<file path="config.mk">
export PLATFORM = sky130hd
export DESIGN_NAME = full_adder
export DESIGN_NICKNAME = d
export VERILOG_FILES = /design/src/rtl/full_adder_pkg.sv /design/src/rtl/full_adder_bit.sv /design/src/rtl/full_adder.sv
export SDC_FILE = /design/constraint.sdc
export NUM_CORES = 1
export LEC_CHECK = 0
export CELL_PAD_IN_SITES_DETAIL_PLACEMENT = 0
export CELL_PAD_IN_SITES_GLOBAL_PLACEMENT = 1
export CORE_AREA = 5 5 42 44
export DETAILED_ROUTE_END_ITERATION = 16
export DIE_AREA = 0 0 47 49
export PLACE_DENSITY = 0.43
export SYNTH_ARGS = -nofsm -noshare
export SYNTH_HDL_FRONTEND = slang
export SYNTH_HIERARCHICAL = 1
export SYNTH_SLANG_ARGS = --single-unit
</file>
<file path="constraint.sdc">
create_clock -name Clock -period 1.25 [get_ports Clock]
set_input_delay 0.125 -clock Clock [delete_from_list [all_inputs] [get_ports Clock]]
set_output_delay 0.125 -clock Clock [all_outputs]
set_load 0.005 [all_outputs]
</file>
<file path="src/rtl/full_adder_pkg.sv">
`default_nettype none
// ============================================================================
// Module      : full_adder_pkg
// Description : Shared types and the one-bit full-adder equation used by the
//               ripple-carry adder slice.
//               Contents:
//                 bit_result_t - packed {carry, sum} result of one cell
//                 add_bit()    - full-adder truth table for one bit position
// Revision    : 1.0 - initial release
// ============================================================================
package full_adder_pkg;

    typedef struct packed {
        logic carry;
        logic sum;
    } bit_result_t;

    // Sum is the parity of the three inputs; carry is generated by A&B or
    // propagated from Cin when exactly one of A/B is set.
    function automatic bit_result_t add_bit(input logic a, input logic b, input logic cin);
        bit_result_t res;
        res.sum   = a ^ b ^ cin;
        res.carry = (a & b) | (cin & (a ^ b));
        return res;
    endfunction

endpackage
`default_nettype wire

</file>
<file path="src/rtl/full_adder_bit.sv">
`default_nettype none
// ============================================================================
// Module      : full_adder_bit
// Description : Purely combinational one-bit full adder cell.
// Ports       : A, B  - addend bits
//               Cin   - carry in
//               S     - sum bit
//               Cout  - carry out
// Revision    : 1.0 - initial release
// ============================================================================
module full_adder_bit
    import full_adder_pkg::*;
(
    input  logic A,
    input  logic B,
    input  logic Cin,
    output logic S,
    output logic Cout
);

    bit_result_t cell_res;

    assign cell_res = add_bit(A, B, Cin);
    assign S        = cell_res.sum;
    assign Cout     = cell_res.carry;

endmodule
`default_nettype wire

</file>
<file path="src/rtl/full_adder.sv">
`default_nettype none
// ============================================================================
// Module      : full_adder
// Description : WIDTH-bit ripple-carry adder with a single registered output
//               stage. {OutputCarry, OutputS} = InputA + InputB + InputCarry,
//               one clock of latency, one result per valid input.
// Parameters  : WIDTH       - operand width, 1..64
// Ports       : Clock       - rising-edge clock
//               Reset       - synchronous, active-high
//               InputA/B    - unsigned addends
//               InputCarry  - carry in (weight 1)
//               InputValid  - qualifies the inputs at the clock edge
//               OutputS     - registered sum
//               OutputCarry - registered carry out
//               OutputValid - one-cycle pulse per new result
// Revision    : 1.0 - initial release
// ============================================================================
module full_adder
    import full_adder_pkg::*;
#(
    parameter int WIDTH = 1
)
(
    input  logic             Clock,
    input  logic             Reset,
    input  logic [WIDTH-1:0] InputA,
    input  logic [WIDTH-1:0] InputB,
    input  logic             InputCarry,
    input  logic             InputValid,
    output logic [WIDTH-1:0] OutputS,
    output logic             OutputCarry,
    output logic             OutputValid
);

    // carry_chain[i] is the carry into cell i; carry_chain[WIDTH] is carry out.
    logic [WIDTH:0]   carry_chain;
    logic [WIDTH-1:0] sum_bits;

    assign carry_chain[0] = InputCarry;

    generate
        for (genvar i = 0; i < WIDTH; i++) begin : g_bit
            full_adder_bit u_cell (
                .A    (InputA[i]),
                .B    (InputB[i]),
                .Cin  (carry_chain[i]),
                .S    (sum_bits[i]),
                .Cout (carry_chain[i+1])
            );
        end
    endgenerate

    // Result registers only load on a valid sample, so idle (possibly
    // undriven) inputs never disturb the held result. Reset wins over valid.
    always_ff @(posedge Clock) begin
        if (Reset) begin
            OutputS     <= '0;
            OutputCarry <= 1'b0;
            OutputValid <= 1'b0;
        end else begin
            OutputValid <= InputValid;
            if (InputValid) begin
                OutputS     <= sum_bits;
                OutputCarry <= carry_chain[WIDTH];
            end
        end
    end

endmodule
`default_nettype wire

</file>
==> results of run 1 <==
how the worst max path moves through the flow:
stage | to | start | cells past startpoint | slack [ns]
2_1_floorplan | OutputS | InputA | 3 | 0.39
3_3_place_gp | OutputS | InputA | 4 | -0.07
3_5_place_dp | OutputS | InputA | 4 | -0.12
4_1_cts | OutputCarry | OutputCarry | 1 | 0.04
5_1_grt | OutputS | InputA | 4 | 0.05
6_report | OutputValid | OutputValid | 1 | 0.11
cell type report:
cell class | count | area, um2
fill | 167 | 1156
tap | 16 | 20.02
clock buffer | 4 | 26.28
timing repair buffer | 8 | 85.08
multi-input combinational | 6 | 53.80
sequential | 3 | 60.06
cells by family after synthesis:
family / count (synthesis) / synth area share, %
adders and majority gates: 1 / 17.58
DFF: 3 / 52.75
muxes: 2 / 17.58
and+or+nand+nor: 3 / 12.09
power breakdown:
part / internal, W / switching [W] / total, W / leakage [nW]
registers: 0.000103 / 0.00000293 / 0.000106 / 0.0249
logic: 0.0000311 / 0.0000144 / 0.0000456 / 0.0864
clock network: 0.000120 / 0.0000490 / 0.000169 / 0.0150
total: 0.000254 / 0.0000664 / 0.000320 / 0.126
flip-flops by register name, indices dropped and copies added (netlist names):
register / count
OutputS: 1
OutputCarry: 1
OutputValid: 1
metal layers:
layer / wire length (um) / share of wire [%] / track usage, %
met1: 145 / 46 / 3.761
met2: 88 / 28 / 3.394
met3: 72 / 23 / 4.797
met4: 7 / 2.2 / 5.530
met5: 0 / 0 / 0
cells in the mapped netlist:
library cell | n | area share, %
dfxtp_1 | 3 | 53
fa_1 | 1 | 18
nor2_1 | 2 | 6.6
nor2b_1 | 1 | 5.5
mux2i_1 | 2 | 18
stage by stage:
stage / util [%] / instance area, um2 / TNS [ns] / total power, W
after floorplan: - / 113.9 / 0 / 0.0001200
after global placement: 15.27 / 214.0 / -0.09716 / 0.0001544
after detailed placement: 15.27 / 214.0 / -0.1574 / 0.0001565
after CTS: 17.14 / 240.2 / 0 / 0.0003312
after global routing: 17.50 / 245.2 / 0 / 0.0003493
final: 17.50 / 245.2 / 0 / 0.0003203
==> impl_metrics.csv, run 1 <==
group,metric,value,unit
outcome,status,"finished clean",
synth,netlist_area,113.9,um2
power_and_ir_drop,cellLeakagePower,0.1262,nW
timing,max_slew.worst_pin.slew,0.1416,ns
critical_path,path_max_fanout,1,
critical_path,worst-setup-path-type,"flop to output port",
power_and_ir_drop,powerDensity,1306,nW/um2
route,dr.pass1.iters,2,
synth,synthCells,9,
synth,synth_nets,16,
placed_design,place_inst,33,
layout,area_growth,115.4,%
global_routing,grt_overflow_total,0,
timing,final_hold_viol_count,0,
critical_path,cp.required,1.12,ns
global_routing,grt_pass1_vias,116,
global_routing,grt_max_degree,4,
layout,final_cell_mix,"clkdlybuf4s50_1, dfxtp_1, clkbuf_4",
layout,drive_above_1_share,14.29,%
layout,fin_cells,37,
clock_network,worstSkewPairLatency,0.23,ns
timing,max_clock_freq,0.8741,GHz
placed_design,routabilityCongestion,0.6328,
critical_path,arrival,1.02,ns
route,vias,109,
floorplan,die_w,47,um
critical_path,crit_buf_inv,1,
global_routing,track_usage,4.023,%
global_routing,grt_pass1_wl,517,um
hold_path,min_to,"OutputCarry",
route,first_iter_violations,2,
critical_path,cp-end-kind,"output port",
clock_network,clock_path_buffers,2,
synth,synth_seq_area_share,52.75,%
clock_network,htree_num_levels,1,
clock_network,numCtsBuffers,3,
route,drt-total-wl,313,um
placed_design,pre_cts_slack,-0.1151,ns
global_routing,antenna_found_initial,0,
clock_network,cts_setup_buffers,0,
hold_path,whs_path_depth,2,
route,wl_per_cell,8.459,um
floorplan,start_util,8.125,%
clock_network,root_buffer,"clkbuf_4",
critical_path,worstPathCellList,"clkdlybuf4s50_1",
synth,synth_cell_types,5,
synth,ys_warn_count,6,
hold_path,hold_path.class,"flop to flop",
floorplan,die_y,49,um
layout,antennaDiodeCount,0,
placed_design,io_buffers,8,
clock_network,hold_buffers,0,
critical_path,r2r_slack,0.64,ns
clock_network,numClockSinks,3,
timing,period_needed,1.144,ns
hold_path,min_from,"OutputCarry",
route,via_per_inst,2.946,
floorplan,pin_count,9,
timing,setup_violations,0,
timing,min_period_over_period,91.52,%
critical_path,crit_slowest_cell,"clkdlybuf4s50_1",
clock_network,cts_tree,"built",
timing,fin_skew,0,ns
critical_path,ff2ff_path_depth,2,
timing,slew_headroom,90.29,%
floorplan,dieArea,2303,um2
synth,synth_area_per_cell,12.65,um2
route,antenna_left,0,
clock_network,clk_pin_slew,0.04,ns
layout,mostFrequentLayoutCell,"clkdlybuf4s50_1",
floorplan,core_area,1401,um2
synth,ys_ff_latch,3,
critical_path,worstReg2RegEnd,"OutputS",
power_and_ir_drop,ir_drop,0.4056,mV
floorplan,rows,14,
critical_path,cp_top_family,"buffers and inverters",
clock_network,ctsResizeCount,0,
critical_path,critPathLaunchType,"flop",
job,maxCapViolCount,0,
timing,drv_slew,0,
critical_path,rr_startpoint,"OutputS",
layout,num-nets-final,29,
timing,timing.hold.ws,0.4943,ns
timing,timing.final.ws_setup,0.1060,ns
timing,rsz0062_at_grt,"no",
critical_path,cpPeakStageDelay,0.49,ns
route,drc,0,
(Power assumes the default switching activity.)
==> inputs of run 2 (changes only) <==
CTS_BUF_LIST = sky130_fd_sc_hd__clkbuf_4   (was default)
SLEW_MARGIN = 5   (was default)
==> run 2 against run 1 <==
- non-clock buffer count unchanged
- fmax about the same
- utilization up 0.27 points
- critical path type unchanged
- largest cell class unchanged
- highest routed layer unchanged
==> impl_metrics.csv, run 2 (same netlist as run 1, synthesis figures left out) <==
group,metric,value,unit
global_routing,antenna_found_initial,0,
clock_network,worstSkewPairLatency,0.23,ns
critical_path,cp-end-kind,"output port",
layout,mostFrequentLayoutCell,"clkdlybuf4s50_1",
layout,seq_area,60.06,um2
layout,drive_above_1_share,19.05,%
layout,multiInputGateArea,53.80,um2
timing,setup_violations,0,
floorplan,die_y,49,um
clock_network,root_buffer,"clkbuf_4",
clock_network,numCtsBuffers,3,
placed_design,routabilityCongestion,0.6328,
route,drc,0,
timing,min_period_over_period,91.49,%
placed_design,dpl-instance-area,214.0,um2
power_and_ir_drop,cellLeakagePower,0.1297,nW
global_routing,grt_pass1_wl,510,um
critical_path,critPathLaunchType,"flop",
critical_path,cp_top_family,"buffers and inverters",
global_routing,grt_overflow_total,0,
power_and_ir_drop,ir_drop,0.4991,mV
critical_path,cpPeakStageDelay,0.49,ns
floorplan,rows,14,
timing,drv_slew,0,
clock_network,cts_setup_buffers,0,
critical_path,crit_buf_inv,1,
timing,fin_skew,0,ns
route,vias,110,
clock_network,htree_num_levels,1,
layout,fin_cells,37,
hold_path,hold_path.class,"primary input to flop",
layout,finish.instance_area,249.0,um2
power_and_ir_drop,powerDensity,1374,nW/um2
timing,timing.hold.ws,0.4934,ns
layout,num-nets-final,29,
layout,finalCoreUtilization,17.77,%
layout,antennaDiodeCount,0,
route,first_iter_violations,0,
floorplan,start_util,8.125,%
critical_path,cp.required,1.12,ns
floorplan,pin_count,9,
timing,final_hold_viol_count,0,
critical_path,path_max_fanout,1,
floorplan,dieArea,2303,um2
route,drt-total-wl,309,um
route,via_per_inst,2.973,
timing,max_clock_freq,0.8744,GHz
clock_network,numClockSinks,3,
timing,max_slew.worst_pin.slew,0.1415,ns
layout,final_cell_mix,"clkdlybuf4s50_1, clkbuf_4, dfxtp_1",
critical_path,arrival,1.02,ns
layout,reg_top3,"OutputCarry x1, OutputS x1, OutputValid x1",
clock_network,cts_tree,"built",
timing,period_needed,1.144,ns
route,antenna_left,0,
job,maxCapViolCount,0,
route,wl_per_cell,8.351,um
critical_path,worstPathCellList,"clkdlybuf4s50_1",
route,dr.pass1.iters,1,
layout,area_growth,118.7,%
outcome,status,"finished clean",
placed_design,io_buffers,8,
floorplan,core_area,1401,um2
clock_network,clk_pin_slew,0.04,ns
layout,fill_cells,167,
global_routing,track_usage,4.023,%
floorplan,die_w,47,um
global_routing,grt_pass1_vias,120,
critical_path,crit_slowest_cell,"clkdlybuf4s50_1",
placed_design,place_inst,33,
global_routing,grt_max_degree,4,
timing,slew_headroom,90.30,%
timing,rsz0062_at_grt,"no",
critical_path,worst-setup-path-type,"flop to output port",
clock_network,clock_path_buffers,2,
-- run 2: cell type report --
class                   instances  share of cell area (%)
clock buffers                   4                   12.06
multi-input cells               6                   21.61
flip-flops and latches          3                   24.12
well taps                      16                   8.040
repair buffers                  8                   34.17
-- run 2: power by group --
group / leakage [nW] / internal (W) / total, W / switching, W
clock: 0.0184 / 0.000141 / 0.000190 / 0.0000491
combinational: 0.0864 / 0.0000311 / 0.0000455 / 0.0000144
sequential: 0.0249 / 0.000103 / 0.000106 / 0.00000293
total: 0.130 / 0.000276 / 0.000342 / 0.0000665
-- run 2: final timing paths --
| kind | start | endpoint | slack (ns) | cells past startpoint |
|---|---|---|---|---|
| setup reg to reg | OutputS | OutputS | 0.64 | 2 |
| hold reg to reg | OutputCarry | OutputCarry | 0.49 | 2 |
| setup / recovery | OutputValid | OutputValid | 0.11 | 1 |
| hold / removal | Reset | OutputValid | 0.49 | 2 |
-- run 2: what timing repair did --
action	4_1_cts	5_1_grt
gates resized for setup	0	2
endpoints found under the setup margin	0	2
hold buffers	0	0
-- run 2: per-layer routing --
metal / vias to the layer above / share of wire, % / GRT usage [%]
li1: 53 / - / -
met1: 44 / 47 / 3.761
met2: 11 / 27 / 3.394
met3: 2 / 24 / 4.797
met4: 0 / 2.6 / 5.530
met5: - / 0 / 0
-- run 2: through the flow --
step | setup WS [ns] | setup TNS [ns] | total power [W]
6_report | 0.1063 | 0 | 0.0003420
5_1_grt | 0.04966 | 0 | 0.0003702
4_1_cts | 0.04331 | 0 | 0.0003533
3_5_place_dp | -0.1151 | -0.1574 | 0.0001565
3_3_place_gp | -0.07175 | -0.09716 | 0.0001544
2_1_floorplan | 0.3898 | 0 | 0.0001200
==> patch 1 (settings of run 2) <==
Put one more register stage on the output `OutputCarry`, with the module's reset. The value now appears one clock later. The other outputs are not delayed to match. Comments in the files are not updated.
--- a/src/rtl/full_adder.sv
+++ b/src/rtl/full_adder.sv
@@ -33,4 +33,6 @@
 );
 
+    logic OutputCarry_s0;
+
     // carry_chain[i] is the carry into cell i; carry_chain[WIDTH] is carry out.
     logic [WIDTH:0]   carry_chain;
@@ -56,5 +58,5 @@
         if (Reset) begin
             OutputS     <= '0;
-            OutputCarry <= 1'b0;
+            OutputCarry_s0 <= 1'b0;
             OutputValid <= 1'b0;
         end else begin
@@ -62,6 +64,14 @@
             if (InputValid) begin
                 OutputS     <= sum_bits;
-                OutputCarry <= carry_chain[WIDTH];
+                OutputCarry_s0 <= carry_chain[WIDTH];
             end
+        end
+    end
+
+    always_ff @(posedge Clock) begin
+        if (Reset) begin
+            OutputCarry <= '0;
+        end else begin
+            OutputCarry <= OutputCarry_s0;
         end
     end
Formal check against the unedited RTL: not equivalent (Yosys sat finds a counterexample within 4 cycles, from zero or initial values and one cycle with Reset high).
==> patch 1 against run 2 <==
Routed wire length decreased by 14%; area after synthesis increased by 23%; setup slack got worse by 0.042 ns; design area increased by 5.5%; sequential cell count increased by 1; global-route usage decreased by 0.56 points; total power increased by 0.72%; largest power group unchanged.
==> patch 1: results <==
[status]
outcome = "completed"

[synth]
synthesis.instances = 11
synth_common_cells = "dfxtp_1 (4), mux2i_1 (2), nor2_1 (2), nor2b_1 (2), fa_1 (1)"
seq_area_frac_synth_pct = 57.1
syn_nets = 18

[worst_setup_path]
crit_path_end = "OutputS"
r2r_slack_ns = 0.67
crit_fanout = 2

[worst_hold_path]
whs_path_depth = 1
whs_endpoint = "OutputCarry$_SDFF_PP0_"
hold_class = "reg -> reg"
min-delay-start = "OutputCarry_s0$_SDFFE_PP0P_"

[global_route]
grt_usage_pct = 3.46
grt_pass1_wl_um = 455
grt_pass1_vias = 124

[final_layout]
instances_no_fill = 38
final_area_um2 = 263
drive_above_1_share_pct = 13.6

[placement]
pre_cts_slack_ns = -0.0925
place_area_um2 = 240
gp_congestion = 0.615

[sta]
whs_ns = 0.468
clock_skew_ns = 0.00133
worstMarginPinSlew_ns = 0.115
period_share_pct = 94.8

[drt]
viasPerCell = 2.82
wire_per_inst_um = 7.03

[power]
clockPowerShare_pct = 46.0
swShare_pct = 19.8
[patch 1: cell types whose count changed in the layout (fill, tap and decap cells not counted), sizes merged]
cell,before,now
clkbuf,4,3
nor2b,1,2
dlymetal6s2s,2,0
dfxtp,3,4
clkdlybuf4s50,6,8
[patch 1: logic make-up after synthesis]
group / synth area share [%]
adders and majority gates: 14.3
muxes: 14.3
and+or+nand+nor: 14.3
DFF: 57.1
[patch 1: layout make-up]
type                       instances  share of cell area (%)
clock buffer                       3                    8.57
multi-input combinational          7                    22.9
sequential                         4                    30.5
tap                               16                    7.62
timing repair buffer               8                    30.5
[patch 1: per-layer routing]
layer	wire, µm	vias up	GRT usage, %
met2	63	9	2.49
li1	-	58	-
met4	0	0	2.76
met1	142	40	3.77
met5	0	-	0
met3	60	0	5.54
==> patch 2 (flow settings as in run 2) <==
Made on the original files. Add an input register stage for `InputA`, `InputB`, `InputCarry` and `InputValid`, without a reset; this delays them by one clock.
--- a/src/rtl/full_adder.sv
+++ b/src/rtl/full_adder.sv
@@ -33,15 +33,27 @@
 );
 
+    logic [WIDTH-1:0] InputA_q;
+    logic [WIDTH-1:0] InputB_q;
+    logic InputCarry_q;
+    logic InputValid_q;
+
+    always_ff @(posedge Clock) begin
+        InputA_q     <= InputA;
+        InputB_q     <= InputB;
+        InputCarry_q <= InputCarry;
+        InputValid_q <= InputValid;
+    end
+
     // carry_chain[i] is the carry into cell i; carry_chain[WIDTH] is carry out.
     logic [WIDTH:0]   carry_chain;
     logic [WIDTH-1:0] sum_bits;
 
-    assign carry_chain[0] = InputCarry;
+    assign carry_chain[0] = InputCarry_q;
 
     generate
         for (genvar i = 0; i < WIDTH; i++) begin : g_bit
             full_adder_bit u_cell (
-                .A    (InputA[i]),
-                .B    (InputB[i]),
+                .A    (InputA_q[i]),
+                .B    (InputB_q[i]),
                 .Cin  (carry_chain[i]),
                 .S    (sum_bits[i]),
@@ -59,6 +71,6 @@
             OutputValid <= 1'b0;
         end else begin
-            OutputValid <= InputValid;
-            if (InputValid) begin
+            OutputValid <= InputValid_q;
+            if (InputValid_q) begin
                 OutputS     <= sum_bits;
                 OutputCarry <= carry_chain[WIDTH];
Function: changed (Yosys sat finds a counterexample within 4 cycles, from zero or initial values and one cycle with Reset high).
==> patch 2 against run 2 <==
Final cell count grew 11%; total power grew 48%; area after synthesis increased by 70%; fmax decreased by 3.5%; setup slack worse by 0.042 ns; routed wire length increased by 4.2%; design area up 31%; sequential cell count is 4 higher; critical path type unchanged.
==> patch 2: results <==
[power]
ir_drop_mv = 0.587
p_leak_nw = 0.148

[sta]
clock_skew_ns = 0.00123
slew_headroom_pct = 92.0

[global_route]
antenna_found_initial = 0
grt_usage_pct = 3.88
grt_pass1_vias = 138
grtUsageMet2_pct = 4.52
grt_max_degree = 5
grt_pass1_wl_um = 531
grt_util_met1_pct = 3.10
use_met3_pct = 6.64

[synth]
synthArstFlopShare_pct = 0
synthTopCellsByArea = "dfxtp_1 (72%), fa_1 (10%), mux2i_1 (10%), nor2_1 (3.9%), nor2b_1 (3.2%)"
seq_area_frac_synth_pct = 72.3
synth_cell_type_count = 5
syn_nets = 20
synth_common_cells = "dfxtp_1 (7), mux2i_1 (2), nor2_1 (2), fa_1 (1), nor2b_1 (1)"
ys.flop_type = "dfxtp_1"

[worst_setup_path]
crit_fanout = 2
worstPathArrival_ns = 1.06
critPathMaxStageDelay_ns = 0.50
slowest_stage = "clkdlybuf4s50_1"
cp_top_family = "buffers and inverters"

[placement]
place_area_um2 = 294
port_buffers = 8
gp_congestion = 0.572
dp_hpwl_um = 266

[final_layout]
nets = 33
drive_above_1_share_pct = 16.0
antennaDiodeCount = 0

[drt]
drtIter0Drc = 3
vias = 131
wl_um = 322
drt_pre_antenna_iters = 2

[clock_network]
cts_buffers = 3
worstSkewPairLatency_ns = 0.24
cts_setup_buffers = 0
cts_resized = 0
clkTransAtPathRegs_ns = 0.05
htreeDepth = 1

[worst_hold_path]
hold_class = "in -> reg"

[status]
outcome = "completed"
-- patch 2: area by class of cell --
class	count	area, µm²
flip-flops and latches	7	140
fillers	156	1070
multi-input cells	6	53.8
clock buffers	4	30.0
well taps	16	20.0
repair buffers	8	82.6
-- patch 2: logic make-up after synthesis --
logic type | synth area share, %
adders and majority gates | 10.3
DFF | 72.3
muxes | 10.3
and+or+nand+nor | 7.10
-- patch 2: per-layer routing --
metal	part of all wire [%]	vias up
li1	-	64
met1	39	57
met2	34	10
met3	26	0
met4	0	0
met5	0	-
-- patch 2: worst paths after layout --
check	start	end	slack, ns	cells past startpoint
setup reg to reg	InputA_q$_DFF_P_	OutputS$_SDFFE_PP0P_	0.18	3
setup / recovery	OutputCarry$_SDFFE_PP0P_	OutputCarry	0.06	1
hold reg to reg	OutputS$_SDFFE_PP0P_	OutputS$_SDFFE_PP0P_	0.50	2
hold / removal	InputA	InputA_q$_DFF_P_	0.32	1
-- patch 2: stage by stage --
step | setup slack (ns) | instances | power, mW | util, % | hold WS (ns)
3_3_place_gp | 0.187 | 37 | 0.294 | 21.0 | 0.474
6_report | 0.0644 | 41 | 0.505 | 23.3 | 0.323
5_1_grt | 0.0292 | 41 | 0.532 | 23.3 | 0.310
4_1_cts | 0.0478 | 41 | 0.514 | 23.1 | 0.318
2_1_floorplan | 0.217 | 13 | 0.261 | - | 0.153
3_5_place_dp | 0.174 | 37 | 0.294 | 21.0 | 0.487
-- patch 2: report_power, final --
group | switching, mW | internal, mW | leakage, nW
clock network | 0.0742 | 0.143 | 0.0184
logic | 0.0110 | 0.0318 | 0.0708
registers | 0.00739 | 0.238 | 0.0586
total | 0.0926 | 0.413 | 0.148
